[config.mk]
export PLATFORM = sky130hd
export DESIGN_NAME = toll_lane_ctrl
export DESIGN_NICKNAME = d
export VERILOG_FILES = /design/src/rtl/toll_lane_ctrl.sv
export SDC_FILE = /design/constraint.sdc
export NUM_CORES = 1
export LEC_CHECK = 0
export BUFFER_PORTS_ARGS = -buffer_cell sky130_fd_sc_hd__buf_2
export CAP_MARGIN = 20
export CORE_UTILIZATION = 40
export CTS_CLUSTER_SIZE = 30
export DETAILED_ROUTE_END_ITERATION = 10
export SYNTH_ARGS = -nofsm -noshare
export SYNTH_HDL_FRONTEND = slang
export SYNTH_SLANG_ARGS = --single-unit
[constraint.sdc]
create_clock -name clk -period 2.2 [get_ports clk]
set_clock_uncertainty 0.1 [all_clocks]
set_input_delay 0.33 -clock clk [delete_from_list [all_inputs] [get_ports clk]]
set_output_delay 0.33 -clock clk [all_outputs]
set_load 0.01 [all_outputs]
[src/rtl/toll_lane_ctrl.sv]
// toll_lane_ctrl - single-lane toll-gate controller.
//
// Tracks vehicles between the entry (sensor1), reader (sensor2) and exit
// (sensor3) loops, times entry-to-reader transit, arbitrates the E-pass
// verdict with a timeout and pulses barrier up/down.
//
// Ports
//   clk, reset_n          clock, async active-low reset
//   sensor1/2/3           entry / reader / exit loop levels (synchronous)
//   valid_epass[1:0]      verdict: 10 valid, 01 invalid, 00/11 pending
//   init/count/cal        state decodes: IDLE / TIMING / CALC
//   up, down              one-cycle barrier raise / lower pulses
//   reject, fault         one-cycle reject / fault pulses
//   time_valid            one-cycle strobe, transit_time just updated
//   transit_time[TIME_W]  last measured entry-to-reader transit, cycles
//   occupancy[CNT_W]      vehicles between entry and exit loops
module toll_lane_ctrl #(
  parameter int CNT_W    = 4,
  parameter int TIME_W   = 16,
  parameter int EPASS_TO = 1000
) (
  input  logic              clk,
  input  logic              reset_n,
  input  logic              sensor1,
  input  logic              sensor2,
  input  logic              sensor3,
  input  logic [1:0]        valid_epass,
  output logic              init,
  output logic              count,
  output logic              cal,
  output logic              up,
  output logic              down,
  output logic              reject,
  output logic              fault,
  output logic              time_valid,
  output logic [TIME_W-1:0] transit_time,
  output logic [CNT_W-1:0]  occupancy
);

  typedef enum logic [1:0] {S_IDLE, S_TIMING, S_CALC, S_PASS} state_t;

  localparam logic [TIME_W-1:0] LP_TO_LAST = TIME_W'(EPASS_TO - 1);

  state_t              r_state;
  logic                r_s1_q, r_s2_q, r_s3_q;
  logic [TIME_W-1:0]   r_timer, r_wait, r_transit;
  logic [CNT_W-1:0]    r_occ;
  logic                r_up, r_down, r_reject, r_fault, r_tv;

  logic                w_s1_rise, w_s2_rise, w_s3_fall;
  logic                w_inc, w_dec, w_ovf, w_unf;
  logic [CNT_W-1:0]    w_occ_nxt;
  logic                w_down;

  assign w_s1_rise = sensor1 & ~r_s1_q;
  assign w_s2_rise = sensor2 & ~r_s2_q;
  assign w_s3_fall = ~sensor3 & r_s3_q;

  // Entry and exit in the same cycle cancel out and raise no fault.
  assign w_inc = w_s1_rise & ~w_s3_fall;
  assign w_dec = w_s3_fall & ~w_s1_rise;
  assign w_ovf = w_inc & (r_occ == '1);
  assign w_unf = w_dec & (r_occ == '0);

  always_comb begin
    w_occ_nxt = r_occ;
    if (w_inc && !w_ovf)      w_occ_nxt = r_occ + 1'b1;
    else if (w_dec && !w_unf) w_occ_nxt = r_occ - 1'b1;
  end

  // An exit seen with the lane already empty is a fault, not a lane-clear.
  assign w_down = w_s3_fall & ~w_unf & (w_occ_nxt == '0);

  always_ff @(posedge clk or negedge reset_n) begin
    if (!reset_n) begin
      r_s1_q <= 1'b0;
      r_s2_q <= 1'b0;
      r_s3_q <= 1'b0;
      r_occ  <= '0;
      r_down <= 1'b0;
    end else begin
      r_s1_q <= sensor1;
      r_s2_q <= sensor2;
      r_s3_q <= sensor3;
      r_occ  <= w_occ_nxt;
      r_down <= w_down;
    end
  end

  always_ff @(posedge clk or negedge reset_n) begin
    if (!reset_n) begin
      r_state   <= S_IDLE;
      r_timer   <= '0;
      r_wait    <= '0;
      r_transit <= '0;
      r_up      <= 1'b0;
      r_reject  <= 1'b0;
      r_fault   <= 1'b0;
      r_tv      <= 1'b0;
    end else begin
      r_up     <= 1'b0;
      r_reject <= 1'b0;
      r_tv     <= 1'b0;
      r_fault  <= w_ovf | w_unf;
      case (r_state)
        S_IDLE: begin
          if (w_s1_rise) begin
            r_state <= S_TIMING;
            r_timer <= '0;
          end
        end
        S_TIMING: begin
          if (w_s2_rise) begin
            r_state   <= S_CALC;
            // Saturate so a reader hit on the very last tick cannot wrap.
            r_transit <= (r_timer == '1) ? r_timer : r_timer + 1'b1;
            r_tv      <= 1'b1;
            r_wait    <= '0;
          end else if (r_timer == '1) begin
            r_state <= S_IDLE;
            r_fault <= 1'b1;
          end else begin
            r_timer <= r_timer + 1'b1;
          end
        end
        S_CALC: begin
          r_wait <= r_wait + 1'b1;
          if (valid_epass == 2'b10) begin
            r_up    <= 1'b1;
            r_state <= S_PASS;
          end else if (valid_epass == 2'b01) begin
            r_reject <= 1'b1;
            r_state  <= S_IDLE;
          end else if (r_wait == LP_TO_LAST) begin
            r_reject <= 1'b1;
            r_fault  <= 1'b1;
            r_state  <= S_IDLE;
          end
        end
        S_PASS: begin
          if (w_s3_fall) r_state <= S_IDLE;
        end
        default: r_state <= S_IDLE;
      endcase
    end
  end

  assign init         = (r_state == S_IDLE);
  assign count        = (r_state == S_TIMING);
  assign cal          = (r_state == S_CALC);
  assign up           = r_up;
  assign down         = r_down;
  assign reject       = r_reject;
  assign fault        = r_fault;
  assign time_valid   = r_tv;
  assign transit_time = r_transit;
  assign occupancy    = r_occ;

endmodule

[Word level (Yosys, flattened, before mapping)]
Cells that the tools add are included.
Storage, ports and cells
  flip-flop bits (word level): 62
  input bits: 7
  output and inout port bits: 28
  logic and storage cells: 90
Operators by class
  add/sub/neg operators: 4
  equal/unequal tests: 14
  multiplexer cells: 30
  bitwise gates (word level): 16
  reductions and logical operators: 13
Operator list (count)
  two-way mux 16 bit: 4
  one-hot mux 16 bit (2 select lines): 2
  adder 16 x 1 -> 16 bit (second input constant): 2
  == test 16 x 10 -> 1 bit (second input constant): 1
  == test 16 bit (second input constant): 1
  two-way mux 2 bit: 7
  two-way mux 1 bit: 13
  AND 1 bit: 9
  logical NOT 4 bit: 2
  two-way mux 4 bit: 2
  one-hot mux 2 bit (4 select lines): 1
  == test 2 bit (second input constant): 3
  inverter 1 bit: 6
  adder 4 x 1 -> 4 bit (second input constant): 1
  == test 2 x 1 -> 1 bit (second input constant): 2
  == test 4 bit (second input constant): 1
  != test 2 x 1 -> 1 bit (second input constant): 2
  != test 2 bit (second input constant): 2
  != test 4 x 1 -> 1 bit (second input constant): 1
  AND reduction 2 bit: 2
  AND reduction 4 bit: 1
  nonzero test 2 bit: 2
  subtractor 4 x 1 -> 4 bit (second input constant): 1
  != test 3 x 1 -> 1 bit (second input constant): 1
  6 further kinds: 8

[Logic depth before layout (Yosys ltp)]
Gate-level depths: netlist of run 1.
  depth after elaboration: 11
  gate-level depth with buffers: 9
  depth with buffers taken out: 8

[Least setup slack after synthesis of run 1]
Ideal clock, no wire load.
  path type: flip-flop to flip-flop
  start: register r_timer[0]
  end: register r_state[1]
  library setup time: 0.125 ns
  arrival: 2.080 ns
  data required time: 1.975 ns
  slack: -0.104 ns
  cell stages (with the launch flop): 7
  buffers on the path: 1
  period minus slack after synthesis: 2.304 ns
  cells stage by stage: dfrtp_1 -> ha_1 -> nand4_2 -> or4_1 -> buf_6 -> a311oi_4 -> mux2_4
On the way
  cells in the longest elaborated chain, start to end: 3
RTL lines
  start: declaration: RTL line 46  | logic [TIME_W-1:0] r_timer, r_wait, r_transit;
  start signal: assignment: RTL line 123  | r_timer <= r_timer + 1'b1;
  == test 16 bit: RTL line 119  | end else if (r_timer == '1) begin
  != test 3 x 1 -> 1 bit (no source line)
  AND reduction 4 bit (no source line)
  end signal: assignment: RTL line 120  | r_state <= S_IDLE;
  end signal: assignment: RTL line 130  | r_state <= S_PASS;
  end signal: assignment: RTL line 133  | r_state <= S_IDLE;
  end: declaration: RTL line 44  | state_t r_state;
Every way passes these cells.
A chain may end at the register's enable or synchronous reset.

[Final worst setup path of run 1]
  start: register r_wait[11]
  end: register r_state[1]
On the way
  cells in the longest elaborated chain, start to end: 3
RTL lines
  start: declaration: RTL line 46
  start signal: assignment: RTL line 127  | r_wait <= r_wait + 1'b1;
  == test 16 x 10 -> 1 bit: RTL line 134  | end else if (r_wait == LP_TO_LAST) begin
  != test 4 x 1 -> 1 bit (no source line)
  AND reduction 4 bit (no source line)
  end signal: assignment: RTL line 133
  end signal: assignment: RTL line 137  | r_state <= S_IDLE;
  end signal: assignment: RTL line 141  | if (w_s3_fall) r_state <= S_IDLE;
Every way passes these cells.

==> results of run 1 <==
repair_timing:
action | CTS | global route
hold buffers | 2 | 0
endpoints found under the hold margin | 63 | 0
gates resized for setup | 0 | 6
setup endpoints to repair | 0 | 11
per-layer routing:
layer / vias to the layer above / wire length (um)
met5: - / 0
met4: 0 / 111
met3: 8 / 309
met2: 57 / 3680
met1: 1365 / 3610
li1: 1406 / -
logic make-up after synthesis:
group                      after synthesis  synth area share (%)
xor gates and xnor gates                23                  6.08
buffers and inverters                   30                  3.82
AOI/OAI and AO/OA                       92                  17.6
adders and majority gates                8                  3.02
DFF                                     62                  46.8
muxes                                    4                  1.36
and+or+nand+nor                        141                  21.3
registers in the layout, indices dropped and copies added (netlist names):
name	flops
r_state	2
r_s2_q	1
r_wait	16
reject	1
r_timer	16
down	1
time_valid	1
up	1
fault	1
r_s1_q	1
r_s3_q	1
transit_time	16
occupancy	4
final cells by class:
| class | count | area share (%) |
|---|---|---|
| tap | 102 | 3.15 |
| clock inverter | 7 | 1.20 |
| timing repair buffer | 72 | 12.0 |
| multi-input combinational | 268 | 41.3 |
| clock buffer | 9 | 3.05 |
| inverter | 11 | 1.02 |
| sequential | 62 | 38.3 |
power by group through the flow:
stage	registers [mW]	logic, mW	clock network [mW]
finish	1.48	1.53	0.897
global route	1.50	1.70	0.978
CTS	1.47	1.53	0.928
detailed placement	1.49	1.53	0
global placement	1.48	1.48	0
floorplan	1.53	0.901	0
per-stage QoR:
step	cell area [sq um]	hold WS (ns)
3_3_place_gp	3830	0.270
6_report	4060	0.0301
3_5_place_dp	3830	0.269
4_1_cts	4020	0.0145
5_1_grt	4060	0.0188
2_1_floorplan	3330	-0.0656
worst max-delay path by stage:
stage | endpoint | from | cells past startpoint
after floorplan | r_state[1]$_DFFE_PN0P_ | r_timer[0]$_DFFE_PN0P_ | 6
after global placement | r_state[1]$_DFFE_PN0P_ | r_wait[11]$_DFFE_PN0P_ | 5
after detailed placement | r_state[1]$_DFFE_PN0P_ | r_wait[11]$_DFFE_PN0P_ | 5
after CTS | r_state[1]$_DFFE_PN0P_ | r_wait[11]$_DFFE_PN0P_ | 5
after global routing | r_state[1]$_DFFE_PN0P_ | r_wait[11]$_DFFE_PN0P_ | 5
final | r_state[1]$_DFFE_PN0P_ | r_wait[11]$_DFFE_PN0P_ | 5
cell usage after synthesis (4+ instances only):
cell type,number
nand2b_1,8
xnor2_1,11
nand3_1,12
and4_1,5
o21ai_0,32
and3_1,7
a21oi_1,19
ha_1,8
o211ai_1,4
a22o_1,6
clkbuf_1,13
nand2_1,45
nand4_1,9
dfrtp_1,62
nor2_1,28
or3_1,4
xor2_1,12
buf_2,5
nor3_1,6
inv_1,11
a31oi_1,13
==> impl_results.md, run 1 <==
* Outcome: finished, final reports clean
* Initial Util at 42.2%
* Fmax at 470 MHz
* Non-Filler Instances at 531
* Fill cells at 753
* Worst path bufs/invs at 0
* CTS tree: built
* Clk sink count at 62
* Wire per inst at 14.5 um
* R2R setup slack at 0.07 ns
* Sw power at 1.52 mW
* Drt drc at 0
* Relative slew slack at 66.2%
* Most frequent cells in the layout: 62 x dfrtp_1, 45 x nand2_1, 34 x buf_2, 34 x buf_4, 32 x o21ai_0
* Reg2Reg Depth at 5
* Cell total after placement at 513
* Layout Nets at 439
* Switching Share at 39.0%
* Most common cell after layout, fill and taps aside: dfrtp_1
* Setup Crit Path Kind: register to register
* Gr usage total at 19.8%
* Number of flops mapped to enable cells by yosys at 0
* RePlAce Congestion at 0.880
* Post-CTS Setup Inserts at 0
* Cell family with most CP delay: simple AND/OR/NAND/NOR gates
* PwrDens at 964 nW/um^2
* Crit end category: register
* Sequential cell area fraction in the yosys report at 46.8%
* Num CTS Buffers at 9
* Clock power share at 23.0%
* Setup ws final at 0.0739 ns
* Worst-Margin Slew at 0.502 ns
* Total number of vias at 2836
* Area of the multi-input gates at 1680 sq um
* Net Count, Synth at 375
* Final Hold Viols at 0
* Post-synth cell types at 42
* FFs w/ async S/R, synth at 100%
* IO Pins at 35
* Sequential Area at 1550 sq um
* Reg clk slew, reported paths at 0.08 ns
* Core Util, Final at 51.7%
* Hold path cells at 1
* H-tree levels at 3
* Row cnt at 32
* Detail Route Antenna Nets at 0
* Worst-path fanout max at 4
* R2R Path End: r_state[1]$_DFFE_PN0P_
* IO Port Bufs at 34
* # Max-Cap Violations at 0
* Setup crit start kind: register
* Vias in the first global route at 2716
* Yosys warning count at 0
* Synth Instances at 360
* Most used DFF post-synth: dfrtp_1
* Die width at 93.0 um
* Grt met2 use at 32.0%
* Placeable Area at 7850 sq um
* Final Slew Violations at 0
* Diode count at 0
* Synth area leaders: dfrtp_1 47%, nand2_1 5.1%, o21ai_0 4.8%
* CP peak stage delay at 0.53 ns
* Starting DRT DRC Count at 102
* Half-perimeter wire length after placement at 5450 um
* Longest Clk Path Bufs at 2
* Pre-antenna DRT Iters at 4
* GR Util met1 at 25.6%
* Drt total wl at 7710 um
* Initial antenna violation count at 0
* Hold WC Path Type: input port to register
* Worst Hold Launch: sensor1
* Seq pwr share at 37.8%
* Die H at 93.0 um
* Fin crit period at 2.13 ns
* Seq cells post-synth at 62
* Data required, critical path at 2.34 ns
* Share of layout cells above drive strength 1 at 22.4%
* VDD IR-drop max at 0.339 mV
* Fin Setup TNS at 0 ns
* RSZ-0062 raised after global routing: false
* Met3 Usage GRT at 4.96%
* Comb power frac at 39.3%
* Global-route wire length before repair at 13200 um
* Synth area leader: dfrtp_1
* Period utilisation layout at 96.6%
* Synth Cell Area at 3310 sq um
* Final global-route overflow total at 0
* CP Data Arrival Time at 2.26 ns
* Final setup fails at 0
* Slowest CP cell: or4_1
* Worst skew pair latency at 0.35 ns
* Placement Setup Slack at 0.0333 ns
* P_int at 2.38 mW
* Vias per inst at 5.34
* Leakage at 1.89 nW
* Post-synth top area share at 46.8%
* Hold Path End: r_s1_q$_DFF_PN0_
* P&R area growth vs syn at 22.4%
* RR Startpoint: r_wait[11]$_DFFE_PN0P_
* Gr busiest metal: met2
* Clock root buffer: clkbuf_8
* Final total power at 3.91 mW
* Largest net degree at the start of global routing at 63
* CP Cell Sequence: or4_1, nor3_2, a21oi_1, a311oi_4, mux2_4
* Syn Area/Cell at 9.20 sq um
* Die area at 8650 sq um
(Power assumes the default switching activity.)
==> run 2: changes to the inputs <==
--- a/config.mk
+++ b/config.mk
@@ -5,6 +5,7 @@
 export SDC_FILE = /design/constraint.sdc
 export NUM_CORES = 1
 export LEC_CHECK = 0
+export ABC_AREA = 1
 export BUFFER_PORTS_ARGS = -buffer_cell sky130_fd_sc_hd__buf_2
 export CAP_MARGIN = 20
 export CORE_UTILIZATION = 40
==> impl_results.md, run 2 <==
* Outcome: finished, final reports clean
* RSZ-0062 raised after global routing: false
* Switching Share at 37.2% (-1.8 points)
* Final global-route overflow total at 0 (unchanged)
* Relative slew slack at 66.4% (+0.16 points)
* P&R area growth vs syn at 15.0%
* Diode count at 0 (unchanged)
* CP Cell Sequence: ha_1, nand2_2, inv_2, nand2_2, nor2_4, nand3_4, nand2_1, nand3_1, nand2_1, nand2_1
* Crit end category: register
* Yosys warning count at 0 (unchanged)
* Worst-Margin Slew at 0.501 ns (-0.00155 ns)
* Die width at 96.0 um (+3.2%)
* Worst skew pair latency at 0.34 ns (about the same)
* Most used cell, CP: nand2_1
* Placeable Area at 8380 sq um (+6.8%)
* Final setup fails at 0 (unchanged)
* Clock root buffer: clkbuf_8
* Worst-path fanout max at 17 (+13)
* PwrDens at 859 nW/um^2 (-11%)
* Pre-antenna DRT Iters at 4 (unchanged)
* Area of the multi-input gates at 1700 sq um (+1.2%)
* IO Pins at 35 (unchanged)
* Clk sink count at 62 (unchanged)
* Vias in the first global route at 2967 (+9.2%)
* Die area at 9210 sq um (+6.5%)
* Data required, critical path at 2.33 ns (about the same)
* Sw power at 1.30 mW (-15%)
* Setup Crit Path Kind: register to register
* Row cnt at 33 (+3.1%)
* Top-count cell post-synth: nand2_1
* VDD IR-drop max at 0.499 mV (+47%)
* Final Slew Violations at 0 (unchanged)
* Leakage at 2.06 nW (+8.8%)
* Seq cells post-synth at 62 (unchanged)
* Drt drc at 0 (unchanged)
* Num CTS Buffers at 9 (unchanged)
* Initial Util at 42.2% (-0.048 points)
* Number of flops mapped to enable cells by yosys at 0 (unchanged)
* # Max-Cap Violations at 0 (unchanged)
* Synth Cell Area at 3530 sq um (+6.7%)
* Clock power share at 25.8% (+2.8 points)
* RePlAce Congestion at 0.883 (+0.35%)
* Top post-synthesis cells by count: 140 x nand2_1, 62 x dfrtp_1, 47 x inv_1
* Post-DP Area at 3870 sq um (+1.0%)
* Share of layout cells above drive strength 1 at 18.2% (-4.2 points)
* Synth area leader: dfrtp_1
* Sequential Area at 1550 sq um (unchanged)
* H-tree levels at 3 (unchanged)
* Vias per inst at 4.98 (-6.7%)
* Synth Instances at 472 (+31%)
* Setup crit start kind: register
* Reg clk slew, reported paths at 0.06 ns (-0.02 ns)
* Synth area leaders: dfrtp_1 44%, nand2_1 15%, inv_1 5.0%
* Initial antenna violation count at 0 (unchanged)
* Syn Area/Cell at 7.49 sq um (-19%)
* Slowest CP cell: dfrtp_1
* Net Count, Synth at 487 (+30%)
* Final Hold Viols at 0 (unchanged)
* Post-CTS Setup Inserts at 0 (unchanged)
* Die H at 96.0 um (+3.2%)
* Post-synth top area share at 43.9% (-2.9 points)
* Fin crit period at 1.91 ns (-0.221 ns)
* Drt total wl at 7970 um (+3.5%)
* CP Data Arrival Time at 2.03 ns (-0.23 ns)
* Fill cells at 846 (+12%)
* IO Port Bufs at 34 (unchanged)
* FFs w/ async S/R, synth at 100% (unchanged)
* Fin Setup TNS at 0 ns (unchanged)
* Half-perimeter wire length after placement at 5960 um (+9.3%)
* Global-route wire length before repair at 14100 um (+7.0%)
* Most common cell after layout, fill and taps aside: nand2_1
* Longest Clk Path Bufs at 2 (unchanged)
* Post-synth cell types at 31 (-26%)
* Final Cell Area at 4060 sq um (+0.22%)
* Gr usage total at 20.2% (+0.39 points)
* CTS tree: built
* Hold WC Path Type: input port to register
* Layout Nets at 534 (+22%)
* Largest net degree at the start of global routing at 63 (unchanged)
* R2R setup slack at 0.29 ns (+0.22 ns)
* P_int at 2.19 mW (-8.0%)
* Detail Route Antenna Nets at 0 (unchanged)
* Period utilisation layout at 86.6% (-10 points)
* Sequential cell area fraction in the yosys report at 43.9% (-2.9 points)
* CP peak stage delay at 0.46 ns (-0.07 ns)
* Starting DRT DRC Count at 159 (+56%)
* Most used DFF post-synth: dfrtp_1
* Fmax at 525 MHz (+12%)
* Most frequent cells in the layout: 140 x nand2_1, 62 x dfrtp_1, 47 x inv_1, 38 x nor2_1, 34 x buf_2
* Wire per inst at 12.7 um (-12%)
* Seq pwr share at 41.2% (+3.4 points)
* Comb power frac at 33.1% (-6.2 points)
* Total number of vias at 3125 (+10%)
-- run 2: changes by cell type after synthesis, sizes merged, moves of 8 or more --
cell	before	now
nand3	12	39
nand2b	8	0
xnor2	11	2
nand4	10	24
nand2	45	144
clkbuf	13	3
a31oi	13	0
a21oi	19	11
inv	11	61
nor2	28	44
xor2	12	4
-- run 2: worst paths after layout --
| path | startpoint | end | depth (start not counted) |
|---|---|---|---|
| worst max-delay path | r_timer[0]$_DFFE_PN0P_ | r_state[0]$_DFFE_PN0P_ | 10 |
| worst min-delay path | sensor3 | r_s3_q$_DFF_PN0_ | 1 |
| worst max register to register | r_timer[0]$_DFFE_PN0P_ | r_state[0]$_DFFE_PN0P_ | 10 |
| worst min register to register | transit_time[9]$_DFFE_PN0P_ | transit_time[9]$_DFFE_PN0P_ | 2 |
| max in group asynchronous | reset_n | fault$_DFF_PN0_ | 3 |
| min in group asynchronous | reset_n | r_timer[5]$_DFFE_PN0P_ | 3 |
-- run 2: worst max-delay path: cells and delay by family, from the launching register on --
kind / cells / cell delay, ns
adder cells (fa/ha/maj): 1 / 0.23
flip-flops: 1 / 0.46
buffers and inverters: 1 / 0.07
AND/OR/NAND/NOR: 8 / 0.93
-- run 2: layer usage --
layer	part of all wire, %	GRT usage, %	wire length (um)
met1	53	30.4	4240
met2	40	28.0	3160
met3	5.3	3.95	420
met4	1.9	8.21	150
met5	0	0	0
-- run 2: repair_timing --
| item | 4_1_cts | 5_1_grt |
|---|---|---|
| endpoints found under the setup margin | 0 | 0 |
| hold buffers | 2 | 0 |
| resized for setup | 0 | 0 |
| hold endpoints to repair | 63 | 0 |
-- run 2: kinds of logic after synthesis --
kind of cell,count (synthesis),share of synthesized area [%]
buffers and inverters,72,8.07
flip-flops,62,43.9
adder cells (fa/ha/maj),8,2.83
AO/OA/AOI/OAI,53,7.86
XOR/XNOR,6,1.49
AND/OR/NAND/NOR,271,35.8
-- run 2: stage by stage --
stage,worst slack [ns],hold slack [ns],instances,utilization [%],power [mW]
floorplan,0.445,-0.0656,472,-,2.20
global placement,0.387,0.271,611,46.2,2.59
detailed placement,0.321,0.274,611,46.2,2.61
CTS,0.313,0.00903,627,48.5,3.53
global route,0.122,0.00901,627,48.5,3.76
finish,0.294,0.0214,627,48.5,3.49
-- run 2: final cells by class --
class | count | area share, %
flip-flops and latches | 62 | 38.2
inverters | 62 | 5.73
clock inverters | 1 | 0.123
repair buffers | 46 | 6.83
multi-input cells | 338 | 41.7
clock buffers | 13 | 4.16
well taps | 105 | 3.23
-- run 2: power by group through the flow --
stage	clock network, mW	registers (mW)	logic, mW
2_1_floorplan	0	1.45	0.752
3_3_place_gp	0	1.45	1.14
4_1_cts	0.930	1.44	1.16
5_1_grt	0.980	1.46	1.32
3_5_place_dp	0	1.46	1.15
6_report	0.899	1.44	1.15
==> run 3: changes to the inputs <==
==> constraint.sdc (replaced) <==
create_clock -name clk -period 1.8 [get_ports clk]
set_clock_uncertainty 0.1 [all_clocks]
set_input_delay 0.27 -clock clk [delete_from_list [all_inputs] [get_ports clk]]
set_output_delay 0.27 -clock clk [all_outputs]
set_load 0.01 [all_outputs]
==> impl_results.md, run 3 (synthesis results as in run 2) <==
* Post-DP Area at 3980 sq um (+2.8%)
* Row cnt at 33 (unchanged)
* Largest net degree at the start of global routing at 25 (-60%)
* Clock root buffer: clkbuf_8
* Diode count at 0 (unchanged)
* Worst-Margin Slew at 0.542 ns (+0.0419 ns)
* RSZ-0062 raised after global routing: true
* Final Hold Viols at 0 (unchanged)
* IO Pins at 35 (unchanged)
* Die H at 96.0 um (unchanged)
* Seq pwr share at 39.4% (-1.8 points)
* Detail Route Antenna Nets at 0 (unchanged)
* Fmax at 574 MHz
* Worst-path fanout max at 12 (-5)
* Clock power share at 25.1% (-0.7 points)
* Sw power at 1.64 mW (+26%)
* Outcome: finished, final reports clean
* Reg clk slew, reported paths at 0.06 ns (about the same)
* CP Cell Sequence: inv_1, ha_1, buf_6, buf_2
* Crit end category: primary output
* Num CTS Buffers at 9 (unchanged)
* Final Slew Violations at 0 (unchanged)
* Final total power at 4.41 mW (+26%)
* CP peak stage delay at 0.42 ns (-0.04 ns)
* Global-route wire length before repair at 13900 um (-1.9%)
* # Max-Cap Violations at 0 (unchanged)
* Switching Share at 37.2% (+0.049 points)
* Fin crit period at 1.74 ns
* Die area at 9210 sq um (unchanged)
* VDD IR-drop max at 0.638 mV (+28%)
* CTS tree: built
* Half-perimeter wire length after placement at 6350 um (+6.5%)
* Data required, critical path at 1.43 ns (-0.90 ns)
* Final Cell Area at 4310 sq um (+6.2%)
* Setup Crit Path Kind: register to primary output
* IO Port Bufs at 34 (unchanged)
* Period utilisation layout at 96.7%
* CP startpoint: r_state[0]$_DFFE_PN0P_
* Share of layout cells above drive strength 1 at 23.0% (+4.8 points)
* CP Data Arrival Time at 1.37 ns (-0.66 ns)
* Starting DRT DRC Count at 182 (+14%)
* Gr usage total at 19.8% (-0.35 points)
* P_int at 2.77 mW (+26%)
* Slowest CP cell: dfrtp_1
* H-tree levels at 3 (unchanged)
* Most common cell after layout, fill and taps aside: nand2_1
* Vias per inst at 5.14 (+3.1%)
* Drt total wl at 8670 um (+8.7%)
* Most frequent cells in the layout: 139 x nand2_1, 62 x dfrtp_1, 46 x inv_1, 36 x nor2_1, 34 x buf_2
* Total number of vias at 3349 (+7.2%)
* RR Startpoint: r_timer[1]$_DFFE_PN0P_
* Initial antenna violation count at 0 (unchanged)
* P&R area growth vs syn at 22.1%
* Wire per inst at 13.3 um (+4.5%)
* Hold WC Path Type: input port to register
* PwrDens at 1020 nW/um^2 (+19%)
* Worst Hold Launch: valid_epass[0]
* Worst skew pair latency at 0.34 ns (about the same)
* Initial Util at 42.2% (unchanged)
* Vias in the first global route at 2951 (-0.54%)
* Relative slew slack at 63.8% (-2.5 points)
* Clk sink count at 62 (unchanged)
* Drt drc at 0 (unchanged)
* Pre-antenna DRT Iters at 4 (unchanged)
* Die width at 96.0 um (unchanged)
* Final setup fails at 0 (unchanged)
* Cell family with most CP delay: buffers and inverters
* Layout Nets at 559 (+4.7%)
* Final global-route overflow total at 0 (unchanged)
* Longest Clk Path Bufs at 2 (unchanged)
* Placeable Area at 8380 sq um (unchanged)
* Setup crit start kind: register
* Comb power frac at 35.6% (+2.5 points)
* RePlAce Congestion at 0.842 (-4.6%)
* Leakage at 2.18 nW (+6.0%)
* Worst path bufs/invs at 3 (+2)
## run 3: cell types whose count changed in the layout (fill, tap and decap cells not counted), sizes merged
cell	delta
buf	+22
nand3	+1
dlygate4sd3	+2
## run 3: power groups by stage
stage          registers [mW]  logic (mW)  clock network, mW
2_1_floorplan            1.77       0.920                  0
3_3_place_gp             1.75        1.48                  0
3_5_place_dp             1.76        1.49                  0
4_1_cts                  1.74        1.51               1.14
5_1_grt                  1.77        1.76               1.19
6_report                 1.74        1.57               1.10
## run 3: cell type report
type	instances	area, sq um
Tap cell	105	131
Clock inverter	1	5.00
Timing Repair Buffer	70	487
Inverter	62	233
Sequential cell	62	1550
Fill cell	831	4070
Multi-Input combinational cell	339	1740
Clock buffer	13	169
## run 3: timing repair
item                                   4_1_cts  5_1_grt
hold buffers                                 4        0
setup endpoints to repair                    0       22
gates resized for setup                      0       14
endpoints found under the hold margin       22        0
setup buffers                                0        9
## run 3: path summary, 6_finish.rpt
check / slack, ns / depth (start not counted) / to
setup / recovery: 0.06 / 4 / cal
hold / removal: 0.15 / 3 / reject$_DFF_PN0_
setup reg to reg: 0.06 / 10 / r_timer[11]$_DFFE_PN0P_
hold reg to reg: 0.38 / 2 / transit_time[9]$_DFFE_PN0P_
max in group asynchronous: 0.73 / 3 / r_timer[7]$_DFFE_PN0P_
min in group asynchronous: 0.35 / 2 / r_wait[6]$_DFFE_PN0P_
## run 3: per-stage QoR
step / TNS (ns) / util, % / hold WS [ns] / worst slack (ns) / std cells
global placement: 0 / 47.5 / 0.194 / 0.0738 / 624
detailed placement: 0 / 47.5 / 0.193 / 0.0287 / 624
floorplan: 0 / - / -0.126 / 0.0455 / 472
global route: -0.171 / 51.5 / 0.172 / -0.0279 / 652
CTS: 0 / 50.0 / 0.134 / 0.00679 / 642
finish: 0 / 51.5 / 0.151 / 0.0587 / 652
## run 3: worst register-to-register path, cell delays in order, from the launching register on
cell	delay [ns]
dfrtp_1	0.36
ha_2	0.20
nand2_2	0.07
inv_2	0.07
nand2_2	0.06
nor2_4	0.16
nand3_2	0.23
buf_4	0.23
nand3_2	0.06
nand2_1	0.05
o21ai_1	0.07
## run 3: layer usage
layer	wire length (um)	GRT usage, %	share of wire, %	vias to the layer above
li1	-	-	-	1691
met1	4400	28.8	51	1574
met2	3800	29.0	44	77
met3	361	4.82	4.2	7
met4	112	5.97	1.3	0
met5	0	0	0	-
